File: config.mk
export PLATFORM = sky130hd
export DESIGN_NAME = dp_issue_ctrl
export DESIGN_NICKNAME = d
export VERILOG_FILES = /design/src/rtl/dp_issue_ctrl.sv
export SDC_FILE = /design/constraint.sdc
export NUM_CORES = 2
export LEC_CHECK = 0
export CAP_MARGIN = 40
export CELL_PAD_IN_SITES_DETAIL_PLACEMENT = 2
export CELL_PAD_IN_SITES_GLOBAL_PLACEMENT = 2
export CORE_MARGIN = 4
export CORE_UTILIZATION = 44
export CTS_CLUSTER_SIZE = 25
export DETAILED_ROUTE_END_ITERATION = 10
export GPL_ROUTABILITY_DRIVEN = 0
export PLACE_DENSITY_LB_ADDON = 0.1
export SLEW_MARGIN = 20
export SYNTH_ARGS = -nofsm -noshare
export SYNTH_HDL_FRONTEND = slang
export SYNTH_SLANG_ARGS = --single-unit
export TNS_END_PERCENT = 20
File: constraint.sdc
create_clock -name clk -period 25.4 [get_ports clk]
set_input_delay 2.54 -clock clk [delete_from_list [all_inputs] [get_ports clk]]
set_output_delay 2.54 -clock clk [all_outputs]
set_load 0.01 [all_outputs]
File: src/rtl/dp_issue_ctrl.sv
// dp_issue_ctrl: issue/writeback stage for an external barrel shifter + ALU.
// Accepts one ARM data-processing word per handshake, reads its operands from an
// internal 16x32 register file, drives the shifter/ALU inputs for EXEC_CYCLES
// cycles, then writes the ALU result F back to Rd (compares/tests excepted).
//
// Ports
//   clk, rst            rising-edge clock, asynchronous active-high reset
//   in_valid/in_instr   instruction handshake input (cond field ignored)
//   in_ready            high only while idle
//   ld_en/addr/data     register-file preload, honoured only while idle
//   dbg_addr/dbg_data   combinational register-file read
//   alu_s               flag-update enable, final EXEC cycle only
//   shift_data/num/op   operand-2 shifter controls
//   alu_a, alu_op       ALU operand A and opcode
//   alu_f               ALU result, captured in the writeback cycle
//   done / err          one-cycle pulses: retired / non-DP word rejected
module dp_issue_ctrl #(
  parameter int unsigned EXEC_CYCLES = 1
) (
  input  logic        clk,
  input  logic        rst,
  input  logic        in_valid,
  input  logic [31:0] in_instr,
  output logic        in_ready,
  input  logic        ld_en,
  input  logic [3:0]  ld_addr,
  input  logic [31:0] ld_data,
  input  logic [3:0]  dbg_addr,
  output logic [31:0] dbg_data,
  output logic        alu_s,
  output logic [31:0] shift_data,
  output logic [7:0]  shift_num,
  output logic [2:0]  shift_op,
  output logic [31:0] alu_a,
  output logic [3:0]  alu_op,
  input  logic [31:0] alu_f,
  output logic        done,
  output logic        err
);

  localparam int unsigned CntW = (EXEC_CYCLES > 1) ? $clog2(EXEC_CYCLES) : 1;

  typedef enum logic [2:0] {StIdle, StRead, StExec, StWb, StErr} state_e;

  state_e            state_q, state_d;
  logic [27:0]       instr_q;
  logic [CntW-1:0]   cnt_q;
  logic [31:0]       regs_q [16];

  logic [31:0]       shift_data_d;
  logic [7:0]        shift_num_d;
  logic [2:0]        shift_op_d;
  logic [31:0]       rm_val, rs_val;

  logic accept;
  logic exec_last;
  logic is_test;

  // Condition field plays no part in issue.
  logic unused_cond;
  assign unused_cond = ^in_instr[31:28];

  assign accept    = in_valid && (state_q == StIdle);
  assign exec_last = (cnt_q == CntW'(EXEC_CYCLES - 1));
  // TST/TEQ/CMP/CMN (1000..1011) only update flags.
  assign is_test   = (alu_op[3:2] == 2'b10);

  // State register
  always_ff @(posedge clk or posedge rst) begin
    if (rst) begin
      state_q <= StIdle;
      instr_q <= '0;
      cnt_q   <= '0;
    end else begin
      state_q <= state_d;
      if (accept) instr_q <= in_instr[27:0];
      if (state_q == StRead)      cnt_q <= '0;
      else if (state_q == StExec) cnt_q <= cnt_q + CntW'(1);
    end
  end

  // Next-state logic
  always_comb begin
    state_d = state_q;
    unique case (state_q)
      StIdle: if (in_valid) state_d = StRead;
      StRead: state_d = (instr_q[27:26] != 2'b00) ? StErr : StExec;
      StExec: if (exec_last) state_d = StWb;
      StWb:   state_d = StIdle;
      StErr:  state_d = StIdle;
      default: state_d = StIdle;
    endcase
  end

  // Outputs decoded from state
  always_comb begin
    in_ready = (state_q == StIdle);
    done     = (state_q == StWb);
    err      = (state_q == StErr);
    alu_s    = (state_q == StExec) && exec_last && instr_q[20];
  end

  // Operand-2 mapping, evaluated while in READ.
  assign rm_val = regs_q[instr_q[3:0]];
  assign rs_val = regs_q[instr_q[11:8]];

  always_comb begin
    shift_data_d = rm_val;
    shift_num_d  = {3'b000, instr_q[11:7]};
    shift_op_d   = {instr_q[6:5], 1'b0};
    if (instr_q[25]) begin
      // Immediate: 8-bit value rotated right by twice the 4-bit field.
      shift_data_d = {24'b0, instr_q[7:0]};
      shift_num_d  = {3'b000, instr_q[11:8], 1'b0};
      shift_op_d   = 3'b111;
    end else if (instr_q[4]) begin
      shift_num_d = rs_val[7:0];
      shift_op_d  = {instr_q[6:5], 1'b1};
    end
  end

  // ALU-side operand registers: loaded on READ->EXEC, cleared on return to idle.
  always_ff @(posedge clk or posedge rst) begin
    if (rst) begin
      shift_data <= '0;
      shift_num  <= '0;
      shift_op   <= '0;
      alu_a      <= '0;
      alu_op     <= '0;
    end else if (state_q == StRead && state_d == StExec) begin
      shift_data <= shift_data_d;
      shift_num  <= shift_num_d;
      shift_op   <= shift_op_d;
      alu_a      <= regs_q[instr_q[19:16]];
      alu_op     <= instr_q[24:21];
    end else if (state_q != StIdle && state_d == StIdle) begin
      shift_data <= '0;
      shift_num  <= '0;
      shift_op   <= '0;
      alu_a      <= '0;
      alu_op     <= '0;
    end
  end

  // Register file. Preload and writeback live in different states, so they never collide.
  always_ff @(posedge clk or posedge rst) begin
    if (rst) begin
      for (int i = 0; i < 16; i++) regs_q[i] <= '0;
    end else if (state_q == StIdle && ld_en) begin
      regs_q[ld_addr] <= ld_data;
    end else if (state_q == StWb && !is_test) begin
      regs_q[instr_q[15:12]] <= alu_f;
    end
  end

  assign dbg_data = regs_q[dbg_addr];

endmodule

==> run summary <==
=====================================================================================
Run status                                                               finished clean
Share of layout cells above drive strength 1                                    33.6%
Aggregate negative setup slack                                                   0 ns
Path type of the worst setup path                                        input pin to output pin
Critical Path Start                                                       dbg_addr[0]
Number of setup violations in the final report                                      0
Max rail drop VDD                                                           0.0698 mV
Critical Path RT                                                             22.86 ns
Horiz. Die Dim                                                                 310 µm
Power density over cell area                                               123 mW/mm²
Arrival time worst endpoint                                                   5.54 ns
Startpoint of the lowest-slack register-to-register path                   state_q[1]
Critical path's top delay family                                         buffers and inverters
Count of buffers added by post-CTS timing repair for setup                          0
Endpoints failing hold                                                              0
Average instance area after synthesis                                        13.9 µm²
Least-Margin Pin Slew                                                        0.952 ns
Critical Path, Cell by Cell                                              clkbuf_8, buf_4, mux4_2, mux4_2, clkdlybuf4s50_1
Number of buffers created by CTS                                                   79
Number of antenna violations at the first check in global routing                  10
Routed wirelength normalized by instance count                                43.9 µm
Setup slack of the worst register-to-register path                           21.33 ns
Setup repair after global routing missed its margin                             false
Post-synthesis sequential element count                                           623
Vias in the first global route                                                  34842
Least setup slack across all paths after layout                              17.32 ns
Global-route wire length before repair                                      261000 µm
Post-route DRC                                                                      0
Hold-fix buffers at CTS                                                             0
Setup clock skew after layout                                               0.0258 ns
Clk sinks                                                                         623
Classification of the worst-slack hold path                              flop to flop
Number of warnings printed during yosys synthesis                                   0
Post-cts resize count                                                               0
Post-synthesis to final-layout area growth                                      15.7%
# placed instances                                                               3996
Count of input and output buffers                                                 218
Via count of the routed design                                                  32780
CTS tree                                                                          yes
Endpoint of the most critical register-to-register path                   regs_q[191]
Largest net degree at the start of global routing                                 155
Synth unique cells                                                                 58
Leading cell types in the layout, fill and taps excluded                 dfrtp_1 (614), mux4_2 (501), a22o_1 (475)
Post-synth EDFFs                                                                    0
Maximum capacitance violations                                                      0
Largest stage delay on the critical path                                      0.71 ns
Count of pins on the block boundary                                               223
Termination of the worst setup path                                      dbg_data[15]
Minimum setup slack after placement                                          17.28 ns
Main synth FF type                                                            dfrtp_1
Number of nets in the finished design                                            3016
Initial core utilization                                                        44.5%
Async set-reset flop share out of synthesis                                      100%
Post-Route WL                                                               182000 µm
Area of the die                                                            0.0960 mm²
Clock insertion delay at the later pin of the skew report                     0.65 ns
Die height                                                                     310 µm
Most frequent CP cell                                                          mux4_2
Total overflow reported by the global router                                        0
Nets in the synthesized netlist                                                  3001
Root Buffer Master                                                          clkbuf_16
Per-cell via count in the routed design                                          7.90
Sequential element share of the synthesized area                                38.9%
Most frequent standard cell in the layout excluding fill and tap cells        dfrtp_1
Depth of the critical timing path with buffers and inverters included               5
Number of cells on the worst reg-to-reg path                                        7
Netlist area before placement                                              0.0401 mm²
Buffer depth of the longest clock path                                              3
Filler Cell Count                                                                8183
GRT Util Overall                                                                37.7%
Reg clk slew, reported paths                                                  0.06 ns
Max transition margin                                                           36.5%
Clock period minus worst slack                                                8.08 ns
Buffering stage count on the worst path with inverters included                     3
Final cell count without fillers                                                 4147
Highest fanout seen on the critical path                                           53
Number of rows created at floorplan                                               110
Antenna viol nets, final                                                            0
Startpoint type of the worst setup path                                     input pin
Half-perimeter wire length after placement                                  106000 µm
Period utilization                                                              31.8%
Slowest CP cell                                                                 buf_4
Total count of max-transition violations in the final report                        0
DRT iter0 DRCs                                                                   4258
Number of instances in the synthesized netlist                                   2893
Leakage power                                                                 20.4 nW
Timing-limited maximum frequency                                              124 MHz
Placeable core region                                                      0.0901 mm²
CP Capture Type                                                            output pin
Number of iterations in the first detailed-routing pass                             5
Count of H-tree levels built during CTS                                             3
=====================================================================================
-- power breakdown --
group          switching, mW  internal, mW  leakage (nW)  total (mW)
clock                  0.471         0.684          1.27        1.15
sequential             0.555          1.38          8.15        1.94
combinational           1.17          1.44          10.9        2.61
-- kinds of logic after synthesis --
group	share of synthesized area [%]
AOI/OAI and AO/OA	19.1
muxes	34.1
DFF	38.9
buffers and inverters	4.10
and+or+nand+nor	3.78
-- worst min-delay path by stage --
| stage | start | end | slack [ns] | depth (start not counted) |
|---|---|---|---|---|
| floorplan | instr_q[21] | alu_op[0] | 0.47 | 1 |
| global placement | shift_op[1] | shift_op[1] | 0.46 | 2 |
| CTS | shift_op[0] | shift_op[0] | 0.48 | 2 |
| global route | shift_op[0] | shift_op[0] | 0.50 | 2 |
| finish | shift_op[0] | shift_op[0] | 0.47 | 2 |
| detailed placement | shift_op[0] | shift_op[0] | 0.47 | 2 |
-- layer usage --
layer	routed length (µm)	global-route usage, %	up-vias
li1	-	-	11955
met1	67900	49.1	17823
met2	83400	58.1	2400
met3	19800	10.1	590
met4	11000	20.3	12
met5	72	0	-
-- metrics by stage --
stage | total power, mW | cell area (µm²) | util (%) | hold WS [ns]
6_report | 5.70 | 46400 | 51.5 | 0.472
4_1_cts | 5.67 | 46300 | 51.3 | 0.480
5_1_grt | 5.90 | 46400 | 51.4 | 0.505
3_3_place_gp | 4.29 | 43100 | 47.8 | 0.458
3_5_place_dp | 4.48 | 43700 | 48.5 | 0.467
2_1_floorplan | 3.51 | 40100 | - | 0.469
-- worst register-to-register path: cells and delay by family, from the launching register on --
family                 cells  cell delay [ns]
buffers and inverters      3             1.39
AND/OR/NAND/NOR            2             1.23
multiplexers               1             0.43
flip-flops                 1             0.56
AO/OA/AOI/OAI              1             0.36
-- cells in the mapped netlist (all sizes together) (4+ instances only) --
library cell | number | area [µm²]
and2 | 64 | 400
and3 | 4 | 25.0
a32oi | 8 | 70.1
a31oi | 5 | 31.3
a22o | 475 | 4160
a21oi | 31 | 155
buf | 148 | 676
o21ai | 15 | 75.1
mux2 | 193 | 2170
a22oi | 9 | 67.6
dfrtp | 623 | 15600
o32a | 24 | 240
nor4 | 16 | 245
nand3 | 8 | 40.0
clkbuf | 251 | 943
o311ai | 5 | 43.8
or4b | 6 | 63.8
inv | 4 | 15.0
mux2i | 21 | 210
nand2b | 6 | 37.5
or4 | 4 | 30.0
mux4 | 501 | 11300
nand2 | 26 | 97.6
a21o | 261 | 1960
o2bb2ai | 9 | 78.8
nor3 | 24 | 205
o21bai | 4 | 33.8
a221o | 65 | 651
nor2b | 7 | 43.8
nor2 | 45 | 169
nand4bb | 4 | 45.0
-- registers in the layout (all words and copies together) (netlist names) --
signal	flops
alu_op	4
shift_op	3
regs_q	512
instr_q	28
alu_a	32
shift_data	32
state_q	3
shift_num	8
cnt_q	1
-- cell type report --
| class | count | area, µm² | share of cell area, % |
|---|---|---|---|
| multi-input combinational | 1864 | 23100 | 49.9 |
| sequential | 623 | 15600 | 33.7 |
| timing repair buffer | 333 | 3530 | 7.61 |
| clock buffer | 117 | 2290 | 4.94 |
| tap | 1176 | 1470 | 3.17 |
| clock inverter | 23 | 285 | 0.615 |
| inverter | 7 | 33.8 | 0.0728 |
| antenna | 4 | 10.0 | 0.0216 |
Power figures use the tool's default switching activity.
